===== src/rtl/key_pkg.sv =====
// Shared constants, types and helpers for the push-button front-end.
// Latency: n/a (package only).
// Backpressure: n/a (package only).
package key_pkg;

  // Bit positions of the four board keys on every 4-bit key bus
  localparam int KEY_EDIT  = 0;
  localparam int KEY_SWI   = 1;
  localparam int KEY_PLUS  = 2;
  localparam int KEY_MINUS = 3;
  localparam int NUM_KEYS  = 4;

  // Length of the synthetic release inserted between auto-repeats
  localparam int GAP_CYC = 2;

  typedef enum logic [1:0] {
    IDLE,
    DELAY,
    GAP,
    RATE
  } rep_state_t;

  // Convert a millisecond interval into clock cycles at the given frequency
  function automatic int ms_to_cycles(input int clk_hz, input int ms);
    return clk_hz / 1000 * ms;
  endfunction

endpackage


===== src/rtl/key_debounce_cell.sv =====
// One key: 2-flop synchroniser, stability counter, debounced level and press strobe.
// Latency: clean raw edge -> level at edge DB_CYC+2; press strobe one cycle after the level falls.
// Backpressure: none; outputs are free-running level and strobe.
module key_debounce_cell #(
  parameter int DB_CYC = 4
) (
  input  logic clk,
  input  logic reset,
  input  logic raw,
  output logic stable,
  output logic press,
  output logic fall
);

  localparam int CW = $clog2(DB_CYC + 1);
  localparam logic [CW-1:0] CNT_LAST = CW'(DB_CYC - 1);

  logic          sync1;
  logic          sync2;
  logic          stable_d;
  logic [CW-1:0] cnt;

  // Bring the asynchronous pin into the clock domain; idle (released) is high
  always_ff @(posedge clk or negedge reset) begin
    if (!reset) begin
      sync1 <= 1'b1;
      sync2 <= 1'b1;
    end else begin
      sync1 <= raw;
      sync2 <= sync1;
    end
  end

  // Accept a new level only after DB_CYC consecutive differing samples; any agreement restarts the count
  always_ff @(posedge clk or negedge reset) begin
    if (!reset) begin
      stable <= 1'b1;
      cnt    <= '0;
    end else if (sync2 == stable) begin
      cnt <= '0;
    end else if (cnt == CNT_LAST) begin
      stable <= sync2;
      cnt    <= '0;
    end else begin
      cnt <= cnt + CW'(1);
    end
  end

  // High for the one cycle right after the debounced level has dropped
  assign fall = stable_d & ~stable;

  // Registered press strobe: lands the cycle after the debounced fall
  always_ff @(posedge clk or negedge reset) begin
    if (!reset) begin
      stable_d <= 1'b1;
      press    <= 1'b0;
    end else begin
      stable_d <= stable;
      press    <= fall;
    end
  end

endmodule


===== src/rtl/key_conditioner.sv =====
// Debounced active-low key levels and press strobes for KEY0..KEY3; auto-repeat on Plus/Minus under KEY_AUTO_REPEAT_EN.
// Latency: level follows a clean pin edge after DB_CYC+2 cycles; press strobe one cycle later.
// Backpressure: none; levels and single-cycle strobes, consumer must sample every cycle.
module key_conditioner
  import key_pkg::*;
#(
  parameter int CLK_HZ          = 50_000_000,
  parameter int DEBOUNCE_MS     = 20,
  parameter int REPEAT_DELAY_MS = 500,
  parameter int REPEAT_RATE_MS  = 100
) (
  input  logic       clk,
  input  logic       reset,
  input  logic [3:0] key_raw,
  output logic [3:0] key_level,
  output logic [3:0] key_press
);

  localparam int DB_CYC = ms_to_cycles(CLK_HZ, DEBOUNCE_MS);

  logic [3:0] stable;
  logic [3:0] cell_press;
  logic [3:0] fall;

  for (genvar i = 0; i < NUM_KEYS; i++) begin : g_cell
    key_debounce_cell #(
      .DB_CYC(DB_CYC)
    ) u_cell (
      .clk   (clk),
      .reset (reset),
      .raw   (key_raw[i]),
      .stable(stable[i]),
      .press (cell_press[i]),
      .fall  (fall[i])
    );
  end

`ifdef KEY_AUTO_REPEAT_EN
  localparam int RD_CYC = ms_to_cycles(CLK_HZ, REPEAT_DELAY_MS);
  localparam int RR_CYC = ms_to_cycles(CLK_HZ, REPEAT_RATE_MS);
  localparam int RMAX   = (RD_CYC > RR_CYC) ? RD_CYC : RR_CYC;
  localparam int RW     = $clog2(RMAX + 1);

  logic [1:0] rep_gap;
  logic [1:0] rep_pulse;
  logic [1:0] unused_fall;

  assign unused_fall = fall[1:0];

  for (genvar r = 0; r < 2; r++) begin : g_rep
    localparam int K = KEY_PLUS + r;
    localparam logic [3:0] OWN = 4'(1 << K);

    rep_state_t    state;
    logic [RW-1:0] rcnt;
    logic          gap_q;
    logic          pulse_q;
    logic          other_low;
    logic          abort;

    // Another key held down or this key released ends the repeat sequence
    assign other_low = |(~stable & ~OWN);
    assign abort     = stable[K] | other_low;

    // Repeat sequencer: hold delay, then 2-cycle synthetic release + strobe at a fixed rate
    always_ff @(posedge clk or negedge reset) begin
      if (!reset) begin
        state   <= IDLE;
        rcnt    <= '0;
        gap_q   <= 1'b0;
        pulse_q <= 1'b0;
      end else begin
        pulse_q <= 1'b0;
        case (state)
          IDLE: begin
            if (fall[K] && !other_low) begin
              state <= DELAY;
              rcnt  <= '0;
            end
          end
          DELAY: begin
            if (abort) begin
              state <= IDLE;
            end else if (rcnt == RW'(RD_CYC - 1)) begin
              state <= GAP;
              rcnt  <= '0;
              gap_q <= 1'b1;
            end else begin
              rcnt <= rcnt + RW'(1);
            end
          end
          GAP: begin
            if (abort) begin
              state <= IDLE;
              gap_q <= 1'b0;
            end else if (rcnt == RW'(GAP_CYC - 1)) begin
              state   <= RATE;
              rcnt    <= '0;
              gap_q   <= 1'b0;
              pulse_q <= 1'b1;
            end else begin
              rcnt <= rcnt + RW'(1);
            end
          end
          RATE: begin
            if (abort) begin
              state <= IDLE;
            end else if (rcnt == RW'(RR_CYC - 1)) begin
              state <= GAP;
              rcnt  <= '0;
              gap_q <= 1'b1;
            end else begin
              rcnt <= rcnt + RW'(1);
            end
          end
          default: begin
            state <= IDLE;
            gap_q <= 1'b0;
          end
        endcase
      end
    end

    assign rep_gap[r]   = gap_q;
    assign rep_pulse[r] = pulse_q;
  end

  assign key_level = stable | {rep_gap, 2'b00};
  assign key_press = cell_press | {rep_pulse, 2'b00};
`else
  logic [3:0] unused_fall;

  assign unused_fall = fall;
  assign key_level   = stable;
  assign key_press   = cell_press;
`endif

endmodule


===== config.mk =====
export PLATFORM = sky130hd
export DESIGN_NAME = key_conditioner
export DESIGN_NICKNAME = d
export VERILOG_FILES = /design/src/rtl/key_pkg.sv /design/src/rtl/key_debounce_cell.sv /design/src/rtl/key_conditioner.sv
export SDC_FILE = /design/constraint.sdc
export NUM_CORES = 1
export LEC_CHECK = 0
export BUFFER_PORTS_ARGS = -buffer_cell sky130_fd_sc_hd__buf_4
export CORE_MARGIN = 4
export CORE_UTILIZATION = 62
export CTS_BUF_LIST = sky130_fd_sc_hd__clkbuf_16
export DETAILED_ROUTE_END_ITERATION = 6
export PLACE_DENSITY_LB_ADDON = 0.3
export SETUP_SLACK_MARGIN = 0.3
export SYNTH_ARGS = -nofsm -noshare
export SYNTH_HDL_FRONTEND = slang
export SYNTH_HIERARCHICAL = 1
export SYNTH_SLANG_ARGS = --single-unit

===== constraint.sdc =====
create_clock -name clk -period 2.3 [get_ports clk]
set_clock_uncertainty 0.1 [all_clocks]
set_input_delay 0.46 -clock clk [delete_from_list [all_inputs] [get_ports clk]]
set_output_delay 0.46 -clock clk [all_outputs]
set_load 0.02 [all_outputs]

==> results of run 1 <==
## flip-flops by register name (all words and copies together), names as in the netlist
register / count
g_cell.u_cell/cnt: 80
g_cell.u_cell/press: 4
g_cell.u_cell/stable: 4
g_cell.u_cell/stable_d: 4
g_cell.u_cell/sync1: 4
g_cell.u_cell/sync2: 4
## per-layer routing
metal  part of all wire, %  track usage [%]  up-vias
met5                     0                0        -
met4                  0.72             5.17        0
met3                   3.3             5.92        6
met2                    50             34.6       51
met1                    46             26.7     1641
li1                      -                -     1602
## what timing repair did
item / in CTS / in global routing
hold endpoints to repair: 0 / 0
endpoints found under the setup margin: 0 / 2
gates resized for setup: 0 / 3
hold buffers: 0 / 0
## layout make-up
class                           instances  area [µm²]
Fill cell                             503        2020
Multi-Input combinational cell        324        2120
Tap cell                               99         124
Inverter                               16        60.1
Clock inverter                          7        83.8
Clock buffer                            9         225
Sequential cell                       100        2520
Timing Repair Buffer                   21         170
## power groups by stage
stage | registers [µW] | clock network (µW) | logic (µW)
3_3_place_gp | 1840 | 0 | 111
6_report | 1810 | 1540 | 113
4_1_cts | 1810 | 1580 | 117
3_5_place_dp | 1840 | 0 | 114
2_1_floorplan | 1840 | 0 | 48.9
5_1_grt | 1820 | 1650 | 129
## cell families after synthesis
group | after synthesis
DFF | 100
xor gates and xnor gates | 64
adders and majority gates | 4
AOI/OAI and AO/OA | 20
buffers and inverters | 20
and+or+nand+nor | 224
muxes | 12
## critical path, delay by kind of cell, from the launching register on
| family | cells | cell delay (ns) |
|---|---|---|
| flops | 1 | 0.46 |
| simple gates | 3 | 1.12 |
| compound gates | 1 | 0.17 |
## cells in the mapped netlist
master	count
a21oi_1	8
and2_1	4
and3_1	4
and4_1	8
buf_2	4
dfrtp_1	84
dfstp_2	16
ha_1	4
inv_1	16
mux2_2	4
mux2i_1	8
nand2_1	24
nand3_1	24
nand4_1	12
nand4_2	4
nand4_4	4
nor2_1	76
nor2b_1	4
nor3_1	20
nor4_1	16
nor4_2	4
nor4b_1	8
o21ai_0	8
o21ai_2	4
or3_1	8
or4_1	4
xnor2_1	44
xor2_1	20
## worst max path at each step
stage                             from                       end  slack, ns
2_1_floorplan  g_cell[0].u_cell/cnt[4]  g_cell[0].u_cell/cnt[17]       0.58
5_1_grt        g_cell[2].u_cell/cnt[4]  g_cell[2].u_cell/cnt[17]       0.28
6_report       g_cell[2].u_cell/cnt[8]  g_cell[2].u_cell/cnt[17]       0.37
3_5_place_dp   g_cell[0].u_cell/cnt[0]  g_cell[0].u_cell/cnt[18]       0.38
4_1_cts        g_cell[1].u_cell/cnt[0]  g_cell[1].u_cell/cnt[18]       0.38
3_3_place_gp   g_cell[3].u_cell/cnt[8]  g_cell[3].u_cell/cnt[17]       0.49
## metrics by stage
| step | util [%] | hold slack, ns | area, µm² | worst slack, ns | instances |
|---|---|---|---|---|---|
| floorplan | - | 0.0644 | 4700 | 0.581 | 444 |
| global placement | 67.9 | 0.246 | 4980 | 0.492 | 560 |
| detailed placement | 67.9 | 0.247 | 4980 | 0.384 | 560 |
| CTS | 72.1 | 0.00609 | 5290 | 0.377 | 576 |
| global route | 72.4 | 0.0196 | 5310 | 0.282 | 576 |
| finish | 72.4 | -0.00903 | 5310 | 0.367 | 576 |
==> flow_summary_export.csv, run 1 <==
group,metric,value,unit
synth,yosys.area_share.simple,26.6,%
pwr,vdd_drop_max,0.000427,V
floorplanning,pin_count,14,
synth,seq_area_frac_synth,53.6,%
setup_path,critPathMaxFanout,6,
detailed_routing,routed_wl,8.42,mm
pwr,power.switching,702,µW
floorplanning,start_util,64.2,%
clock_tree,cts.sinks,100,
setup_path,reg2reg_slack,0.37,ns
grt,grtUsageTotal,20.7,%
grt,grt.overflow.total,0,
grt,grt_pass1_wl,14.7,mm
placed_design,hpwl,5.53,mm
outcome,status,"finished with violations",
setup_path,crit_chain,"nand4_2 -> or4_1 -> or3_1 -> a21oi_1",
setup_path,critPathKind,"reg2reg",
synth,synthTopCellsByArea,"dfrtp_1 45%, dfstp_2 8.9%, xnor2_1 8.2%, nor2_1 6.1%, xor2_1 3.7%",
worst_hold_path,min_path_type,"in2async",
grt,grt_max_degree,46,
detailed_routing,num_vias,3300,
sta,hold-worst-slack,-0.00903,ns
synth,syn_area,0.00470,mm²
synth,synth-compound-area-share,2.45,%
placed_design,gp_congestion,0.846,
sta,setup_tns,0,ns
sta,relSlewSlack,53.0,%
clock_tree,cts_tree,"yes",
sta,worstMarginPinSlew,0.698,ns
clock_tree,cts_buffers,9,
layout,drive_gt1_share,14.9,%
pwr,clockPowerShare,44.5,%
sta,drv_slew,0,
synth,yosys.area_share.adder,1.06,%
layout,area_delta_synth_final,12.9,%
pwr,switching_share,20.2,%
sta,timing.fmax,517,MHz
setup_path,crit_arrival,2.08,ns
sta,rsz0062_at_grt,"true",
layout,final_common_cell,"dfrtp_1",
synth,synth_top_family_by_area,"simple AND/OR/NAND/NOR gates",
synth,synth-seq-cells,100,
setup_path,r2r-start,"g_cell[2].u_cell/cnt[8]",
synth,yosys_warnings,6,
clock_tree,clockBufferDepth,2,
floorplanning,die_w,95.1,µm
sta,hold_viol_final,28,
clock_tree,cts_setup_buffers,0,
grt,grt_pass1_vias,3300,
floorplanning,die_y,95.1,µm
clock_tree,cts.clk_slew.worst_paths,0.06,ns
clock_tree,clk_latency,0.33,ns
setup_path,rr_endpoint,"g_cell[2].u_cell/cnt[17]",
layout,insertedDiodeCount,0,
layout,fin_nets,482,
pwr,finalPower,3470,µW
clock_tree,h-tree-depth,3,
setup_path,critPathSlowestCell,"or4_1",
placed_design,io_buffers,13,
pwr,p_per_area,653,mW/mm²
setup_path,cp_data_required_time,2.45,ns
setup_path,cp-start-kind,"register",
synth,synthMuxAreaShare,2.66,%
layout,final_cell_mix,"84 x dfrtp_1, 76 x nor2_1, 44 x xnor2_1",
setup_path,ff2ff_path_depth,4,
detailed_routing,dr.pass1.iters,4,
clock_tree,clockRootBuffer,"clkbuf_16",
detailed_routing,drc,0,
setup_path,slowest_delay,0.56,ns
synth,synth.distinct_cells,28,
flow_run,cap_violations,0,
detailed_routing,wl_per_cell,14.6,µm
floorplanning,core_area,0.00733,mm²
pwr,comb_power_share,3.3,%
sta,setup_viol,0,
detailed_routing,antenna_left,0,
sta,finalCritPeriodShare,84.0,%
floorplanning,die-area,0.00905,mm²
sta,period_needed,1.93,ns
synth,syn_avg_cell_area,10.6,µm²
synth,yosysTopAreaCellShare,44.7,%
grt,antenna_found_initial,0,
floorplanning,rows,31,
pwr,power_leakage,0.00220,µW
outcome,violations,"hold timing",
synth,syn-num-nets,454,
synth,netlist_instances,444,
detailed_routing,drtIter0Drc,131,
synth,synthXorXnorAreaFrac,11.9,%
detailed_routing,viasPerCell,5.73,
synth,yosysTopAreaCell,"dfrtp_1",
pwr,p_int,2770,µW
setup_path,cp-end-kind,"register",
pwr,power_frac_seq,52.3,%
Power figures use the tool's default switching activity.
==> run 2, diff against run 1 <==
--- a/config.mk
+++ b/config.mk
@@ -5,9 +5,10 @@
 export SDC_FILE = /design/constraint.sdc
 export NUM_CORES = 1
 export LEC_CHECK = 0
+export ABC_AREA = 1
 export BUFFER_PORTS_ARGS = -buffer_cell sky130_fd_sc_hd__buf_4
 export CORE_MARGIN = 4
-export CORE_UTILIZATION = 62
+export CORE_UTILIZATION = 63
 export CTS_BUF_LIST = sky130_fd_sc_hd__clkbuf_16
 export DETAILED_ROUTE_END_ITERATION = 6
 export PLACE_DENSITY_LB_ADDON = 0.3
==> constraint.sdc (replaced) <==
create_clock -name clk -period 1.9 [get_ports clk]
set_clock_uncertainty 0.1 [all_clocks]
set_input_delay 0.38 -clock clk [delete_from_list [all_inputs] [get_ports clk]]
set_output_delay 0.38 -clock clk [all_outputs]
set_load 0.02 [all_outputs]
==> run 2 against run 1 <==
  * The flow now finishes without violations
  * Clock power grew 28%
  * Global-route usage rose by 3.2 points
  * Routed wire length up 36%
  * Sequential power rose by 21%
==> flow_summary_export.csv, run 2 <==
group,metric,value,unit
outcome,status,"complete, no violations",
layout,regArea,0.00252,mm²
pwr,vdd_drop_max,0.000423,V
sta,hold_viol_final,0,
synth,synth_top_flop_cell,"dfrtp_1",
clock_tree,h-tree-depth,3,
sta,relSlewSlack,71.9,%
sta,fin_ws,0.342,ns
clock_tree,cts.sinks,100,
floorplanning,core_area,0.00826,mm²
synth,yosysMostFrequentCell,"nor2_1",
synth,ys_async_sr_fraction,100,%
sta,rsz0062_at_grt,"true",
detailed_routing,wl_per_cell,14.2,µm
flow_run,cap_violations,0,
clock_tree,cts_buffers,9,
synth,syn-num-nets,670,
pwr,p_per_area,702,mW/mm²
detailed_routing,dr.pass1.iters,5,
pwr,finalPower,4320,µW
synth,synthXorXnorAreaFrac,7.06,%
grt,grtUsageTotal,23.9,%
layout,final_common_cell,"nor2_1",
layout,multi_input_area,0.00271,mm²
detailed_routing,viasPerCell,5.42,
sta,period_needed,1.56,ns
setup_path,critPathSlowestCell,"dfstp_2",
setup_path,crit_chain,"buf_6",
synth,synthTopCellsByCount,"152 x nor2_1, 104 x nand2_1, 84 x dfrtp_1",
synth,yosys_warnings,6,
layout,max_flop_register,"g_cell.u_cell/cnt",
clock_tree,clk_latency,0.34,ns
sta,finalCritPeriodShare,82.0,%
floorplanning,start_util,65.2,%
placed_design,io_buffers,13,
synth,syn_avg_cell_area,8.16,µm²
layout,fin_nets,706,
layout,area_delta_synth_final,14.1,%
layout,largest_reg_flops,80,
pwr,power_leakage,0.00258,µW
setup_path,cp_data_required_time,1.42,ns
layout,postLayoutCoreUtil,74.4,%
synth,synth-compound-area-share,2.88,%
setup_path,cp_top_family,"flip-flops",
layout,drive_gt1_share,24.3,%
sta,setup_viol,0,
grt,grt_pass1_wl,19.6,mm
synth,synth-edff-count,0,
synth,synth-seq-cells,100,
synth,seq_area_frac_synth,46.8,%
synth,syn_area,0.00539,mm²
layout,insertedDiodeCount,0,
detailed_routing,routed_wl,11.5,mm
synth,synthTopCellsByArea,"dfrtp_1 39%, nor2_1 11%, dfstp_2 7.8%, nand2_1 7.2%, xor2_1 4.6%",
grt,grt_pass1_vias,4271,
synth,yosys.area_share.adder,0.929,%
grt,grt.overflow.total,0,
synth,synthMuxAreaShare,0,%
sta,worstMarginPinSlew,0.420,ns
setup_path,cp-end-kind,"output pin",
sta,setup_tns,0,ns
synth,synth_top_family_by_area,"simple AND/OR/NAND/NOR gates",
floorplanning,die_y,100,µm
synth,yosysTopAreaCellShare,39.0,%
grt,antenna_found_initial,0,
clock_tree,cts.clk_slew.worst_paths,0.07,ns
floorplanning,die-area,0.0101,mm²
detailed_routing,drtIter0Drc,214,
placed_design,hpwl,8.03,mm
layout,fillCellCount,574,
setup_path,crit_arrival,1.08,ns
clock_tree,clockBufferDepth,2,
grt,grt_max_degree,59,
layout,final_cell_mix,"147 x nor2_1, 102 x nand2_1, 84 x dfrtp_1",
sta,drv_slew,0,
placed_design,dpl_cell_area,0.00564,mm²
clock_tree,cts_tree,"yes",
setup_path,critPathKind,"reg2out",
setup_path,slowest_delay,0.60,ns
detailed_routing,antenna_left,0,
detailed_routing,num_vias,4370,
synth,netlist_instances,660,
synth,synth.distinct_cells,24,
placed_design,gp_congestion,1.00,
layout,design_area,0.00615,mm²
floorplanning,rows,33,
worst_hold_path,min_path_type,"in2reg",
setup_path,cp-start-kind,"register",
detailed_routing,drc,0,
synth,yosys.area_share.simple,37.5,%
synth,yosysTopAreaCell,"dfrtp_1",
clock_tree,clockRootBuffer,"clkbuf_16",
floorplanning,die_w,100,µm
floorplanning,pin_count,14,
sta,timing.fmax,642,MHz
placed_design,dp_slack,0.299,ns
setup_path,path_buf_inv,1,
setup_path,critPathMaxFanout,5,
[run 2: cell count changes after synthesis, sizes merged, moves of 12 or more]
cell,before,now
nor2,76,196
nand3,24,52
xor2,20,32
nor4,20,0
nand2,24,128
inv,16,68
xnor2,44,8
[run 2: logic make-up (layout without fill, tap and decap cells)]
family	Yosys count	after routing
and+or+nand+nor	420	420
DFF	100	100
buffers and inverters	68	109
xor gates and xnor gates	40	40
AOI/OAI and AO/OA	28	28
adders and majority gates	4	4
[run 2: metrics by stage]
step	cells	hold WS (ns)
2_1_floorplan	660	-0.0156
3_3_place_gp	780	0.195
3_5_place_dp	780	0.199
6_report	806	0.0482
5_1_grt	806	0.0346
4_1_cts	799	0.0379
[run 2: path summary, 6_finish.rpt]
kind / start / to / slack [ns] / cells past startpoint
min in group asynchronous: reset / g_cell[1].u_cell/cnt[12] / 0.38 / 2
setup / recovery: g_cell[1].u_cell/stable / key_level[1] / 0.34 / 1
setup reg to reg: g_cell[0].u_cell/cnt[0] / g_cell[0].u_cell/cnt[0] / 0.35 / 6
hold reg to reg: g_cell[3].u_cell/sync1 / g_cell[3].u_cell/sync2 / 0.26 / 0
max in group asynchronous: reset / g_cell[0].u_cell/stable_d / 0.68 / 3
hold / removal: key_raw[1] / g_cell[1].u_cell/sync1 / 0.05 / 1
[run 2: repair_timing]
action,4_1_cts,5_1_grt
endpoints found under the hold margin,19,0
buffers inserted,2,7
endpoints found under the setup margin,6,42
pin swaps,0,8
hold buffers,1,0
gates resized for setup,1,27
[run 2: area by class of cell]
| cell class | count | area share (%) |
|---|---|---|
| Multi-Input combinational cell | 492 | 44.0 |
| Sequential cell | 100 | 41.0 |
| Inverter | 68 | 4.15 |
| Clock buffer | 9 | 3.66 |
| Timing Repair Buffer | 25 | 3.42 |
| Tap cell | 105 | 2.14 |
| Clock inverter | 7 | 1.57 |
[run 2: report_power, final]
group	switching, µW	internal (µW)	total, µW
Sequential	24.5	2160	2190
Combinational	107	47.3	154
Clock	809	1160	1970
Total	940	3380	4320
[run 2: routing by layer]
layer  vias up  global-route usage [%]  share of wire, %
met5         -                       0                 0
met3        12                    4.71               4.7
li1       2150                       -                 -
met2       119                    38.5                50
met4         0                    6.94              0.96
met1      2089                    33.2                44
==> run 3, diff against run 2 <==
==> constraint.sdc (replaced) <==
create_clock -name clk -period 1.6 [get_ports clk]
set_clock_uncertainty 0.1 [all_clocks]
set_input_delay 0.32 -clock clk [delete_from_list [all_inputs] [get_ports clk]]
set_output_delay 0.32 -clock clk [all_outputs]
set_load 0.02 [all_outputs]
==> run 3 against run 2 <==
  * The run now fails in 5_1_grt
  * Synthesized area unchanged
  * Synthesized cell count unchanged
==> flow_summary_export.csv, run 3 <==
group,metric,value,unit
placed_design,hpwl,8.24,mm
grt,grt_max_degree,31,
synth,synthTopCellsByCount,"152 x nor2_1, 104 x nand2_1, 84 x dfrtp_1",
floorplanning,die_w,100,µm
synth,syn-num-nets,670,
synth,synth_top_family_by_area,"simple AND/OR/NAND/NOR gates",
floorplanning,pin_count,14,
synth,yosys.area_share.adder,0.929,%
clock_tree,clockRootBuffer,"clkbuf_16",
sta,grt_repair_worst_endpoint,"g_cell[0].u_cell/cnt[16]$_DFF_PN0_/D",
synth,synth-edff-count,0,
clock_tree,cts.sinks,100,
floorplanning,rows,33,
synth,synth-compound-area-share,2.88,%
synth,yosysTopAreaCell,"dfrtp_1",
synth,syn_area,0.00539,mm²
sta,timing.worst_endpoint.kind,"sequential cell input",
synth,synth.distinct_cells,24,
synth,seq_area_frac_synth,46.8,%
clock_tree,clockBufferDepth,2,
synth,yosysMostFrequentCell,"nor2_1",
clock_tree,h-tree-depth,3,
placed_design,io_buffers,13,
floorplanning,die_y,100,µm
placed_design,gp_congestion,0.906,
clock_tree,cts_buffers,9,
synth,yosys.area_share.simple,37.5,%
synth,synthTopCellsByArea,"dfrtp_1 39%, nor2_1 11%, dfstp_2 7.8%, nand2_1 7.2%, xor2_1 4.6%",
outcome,error,"[ERROR DPL-0038] Utilization greater than 100%, impossible to legalize",
outcome,lastStage,"5_1_grt",
synth,synthMuxAreaShare,0,%
synth,synth-seq-cells,100,
synth,yosys_warnings,6,
synth,synth_top_flop_cell,"dfrtp_1",
synth,syn_avg_cell_area,8.16,µm²
synth,ys_async_sr_fraction,100,%
floorplanning,start_util,65.2,%
synth,synthXorXnorAreaFrac,7.06,%
outcome,status,"stopped before the end",
synth,netlist_instances,660,
synth,yosysTopAreaCellShare,39.0,%
==> run 3: metrics by stage <==
| step | instance area (µm²) | cells | hold WS (ns) | setup slack (ns) | utilization, % |
|---|---|---|---|---|---|
| 3_3_place_gp | 5850 | 783 | 0.115 | 0.168 | 70.9 |
| 4_1_cts | 7460 | 886 | 0.253 | 0.0888 | 90.3 |
| 2_1_floorplan | 5560 | 660 | -0.0756 | 0.280 | - |
| 3_5_place_dp | 5850 | 783 | 0.118 | 0.107 | 70.9 |
==> run 3: timing repair <==
action                                  4_1_cts
endpoints found under the hold margin        13
hold buffers                                  5
cloned                                        0
pin swaps                                    80
buffers inserted                             82
gates resized for setup                     166
endpoints found under the setup margin       90
==> run 3: logic make-up after synthesis <==
| group | count (synthesis) |
|---|---|
| AO/OA/AOI/OAI | 28 |
| XOR/XNOR | 40 |
| adder cells (fa/ha/maj) | 4 |
| buffers and inverters | 68 |
| flip-flops | 100 |
| AND/OR/NAND/NOR | 420 |
==> run 4, diff against run 3 <==
--- a/config.mk
+++ b/config.mk
@@ -8,11 +8,9 @@
 export ABC_AREA = 1
 export BUFFER_PORTS_ARGS = -buffer_cell sky130_fd_sc_hd__buf_4
 export CORE_MARGIN = 4
-export CORE_UTILIZATION = 63
-export CTS_BUF_LIST = sky130_fd_sc_hd__clkbuf_16
+export CORE_UTILIZATION = 40
 export DETAILED_ROUTE_END_ITERATION = 6
-export PLACE_DENSITY_LB_ADDON = 0.3
-export SETUP_SLACK_MARGIN = 0.3
+export PLACE_DENSITY_LB_ADDON = 0.15
 export SYNTH_ARGS = -nofsm -noshare
 export SYNTH_HDL_FRONTEND = slang
 export SYNTH_HIERARCHICAL = 1
==> run 4 against run 3 <==
  * The run now ends clean
==> flow_summary_export.csv, run 4 (synthesized netlist as in run 2, its figures left out) <==
group,metric,value,unit
layout,drive_gt1_share,24.0,%
layout,multi_input_area,0.00267,mm²
sta,hold-worst-slack,0.257,ns
sta,drv_slew,0,
setup_path,ff2ff_path_depth,6,
floorplanning,start_util,40.8,%
setup_path,cp-end-kind,"output pin",
placed_design,dp.cells,861,
layout,max_flop_register,"g_cell.u_cell/cnt",
grt,grt_pass1_wl,19.7,mm
sta,relSlewSlack,72.8,%
setup_path,crit_chain,"buf_4",
clock_tree,clk_latency,0.35,ns
setup_path,reg2reg_slack,0.11,ns
clock_tree,h-tree-depth,3,
floorplanning,core_area,0.0132,mm²
setup_path,cp-start-kind,"register",
layout,design_area,0.00626,mm²
layout,fin_nets,717,
detailed_routing,num_vias,4213,
placed_design,gp_congestion,0.875,
layout,area_delta_synth_final,16.3,%
detailed_routing,drc,0,
clock_tree,clockRootBuffer,"clkbuf_16",
setup_path,cp_top_family,"flip-flops",
detailed_routing,routed_wl,10.8,mm
sta,worstMarginPinSlew,0.405,ns
setup_path,critPathKind,"reg2out",
detailed_routing,antenna_left,0,
worst_hold_path,min_path_type,"in2async",
placed_design,io_buffers,13,
setup_path,critPathMaxFanout,5,
clock_tree,cts_tree,"yes",
floorplanning,die_w,124,µm
clock_tree,cts.clk_slew.worst_paths,0.07,ns
setup_path,critPathSlowestCell,"dfstp_2",
clock_tree,cts_buffers,9,
clock_tree,cts.sinks,100,
sta,finalCritPeriodShare,96.2,%
clock_tree,clockBufferDepth,2,
detailed_routing,viasPerCell,4.74,
setup_path,path_depth,1,
grt,antenna_found_initial,0,
setup_path,crit_arrival,1.12,ns
grt,grtUsageTotal,16.0,%
flow_run,cap_violations,0,
setup_path,path_buf_inv,1,
sta,hold_viol_final,0,
setup_path,cp_data_required_time,1.18,ns
layout,insertedDiodeCount,0,
grt,grt_pass1_vias,4225,
floorplanning,die_y,124,µm
outcome,status,"complete, no violations",
pwr,power_leakage,0.00262,µW
detailed_routing,dr.pass1.iters,4,
pwr,vdd_drop_max,0.000716,V
grt,grt.overflow.total,0,
floorplanning,rows,42,
floorplanning,pin_count,14,
layout,fin_cells,888,
layout,regArea,0.00252,mm²
placed_design,hpwl,8.01,mm
layout,final_cell_mix,"148 x nor2_1, 104 x nand2_1, 84 x dfrtp_1",
sta,timing.fmax,650,MHz
placed_design,dpl_cell_area,0.00582,mm²
layout,final_common_cell,"nor2_1",
detailed_routing,drtIter0Drc,262,
sta,setup_viol,0,
layout,largest_reg_flops,80,
floorplanning,die-area,0.0154,mm²
pwr,p_per_area,781,mW/mm²
setup_path,slowest_delay,0.61,ns
grt,grt_max_degree,53,
detailed_routing,wl_per_cell,12.2,µm
sta,period_needed,1.54,ns
layout,fillCellCount,1294,
## run 4: where the power goes
group | internal [µW] | switching [µW] | total [µW] | leakage (µW)
registers | 2570 | 24.8 | 2590 | 0.00133
logic | 78.9 | 129 | 208 | 0.00115
clock network | 1080 | 1010 | 2090 | 0.000142
total | 3730 | 1160 | 4890 | 0.00262
## run 4: through the flow
stage | TNS (ns) | utilization [%] | setup slack [ns] | total power, µW
detailed placement | 0 | 44.1 | 0.0517 | 2830
global route | -0.0788 | 47.5 | -0.0141 | 5140
finish | 0 | 47.5 | 0.0613 | 4890
CTS | 0 | 46.6 | 0.0350 | 4990
floorplan | 0 | - | 0.223 | 2720
global placement | 0 | 44.1 | 0.0815 | 2830
## run 4: per-layer routing
layer  global-route usage [%]  wire length [µm]  up-vias
met5                        0                 0        -
met4                     4.24               108        0
met3                     4.59               403       12
met2                     25.3              5060       59
met1                     21.5              5210     1978
li1                         -                 -     2164
## run 4: area by class of cell
class	count	share of cell area [%]
inverters	68	4.08
clock buffers	9	3.60
flip-flops and latches	100	40.3
repair buffers	36	4.92
multi-input cells	492	42.7
well taps	176	3.52
clock inverters	7	0.899
## run 4: path summary, 6_finish.rpt
check,start,to
max,g_cell[2].u_cell/stable,key_level[2]
min,reset,g_cell[2].u_cell/cnt[11]
max reg2reg,g_cell[0].u_cell/cnt[0],g_cell[0].u_cell/cnt[9]
min reg2reg,g_cell[1].u_cell/sync1,g_cell[1].u_cell/sync2
max in group asynchronous,reset,g_cell[3].u_cell/stable
min in group clk,g_cell[1].u_cell/sync1,g_cell[1].u_cell/sync2
## run 4: what timing repair did
action / CTS / global route
resized for setup: 0 / 17
setup endpoints to repair: 0 / 39
hold endpoints to repair: 46 / 0
hold buffers: 5 / 0
buffers inserted: 0 / 6
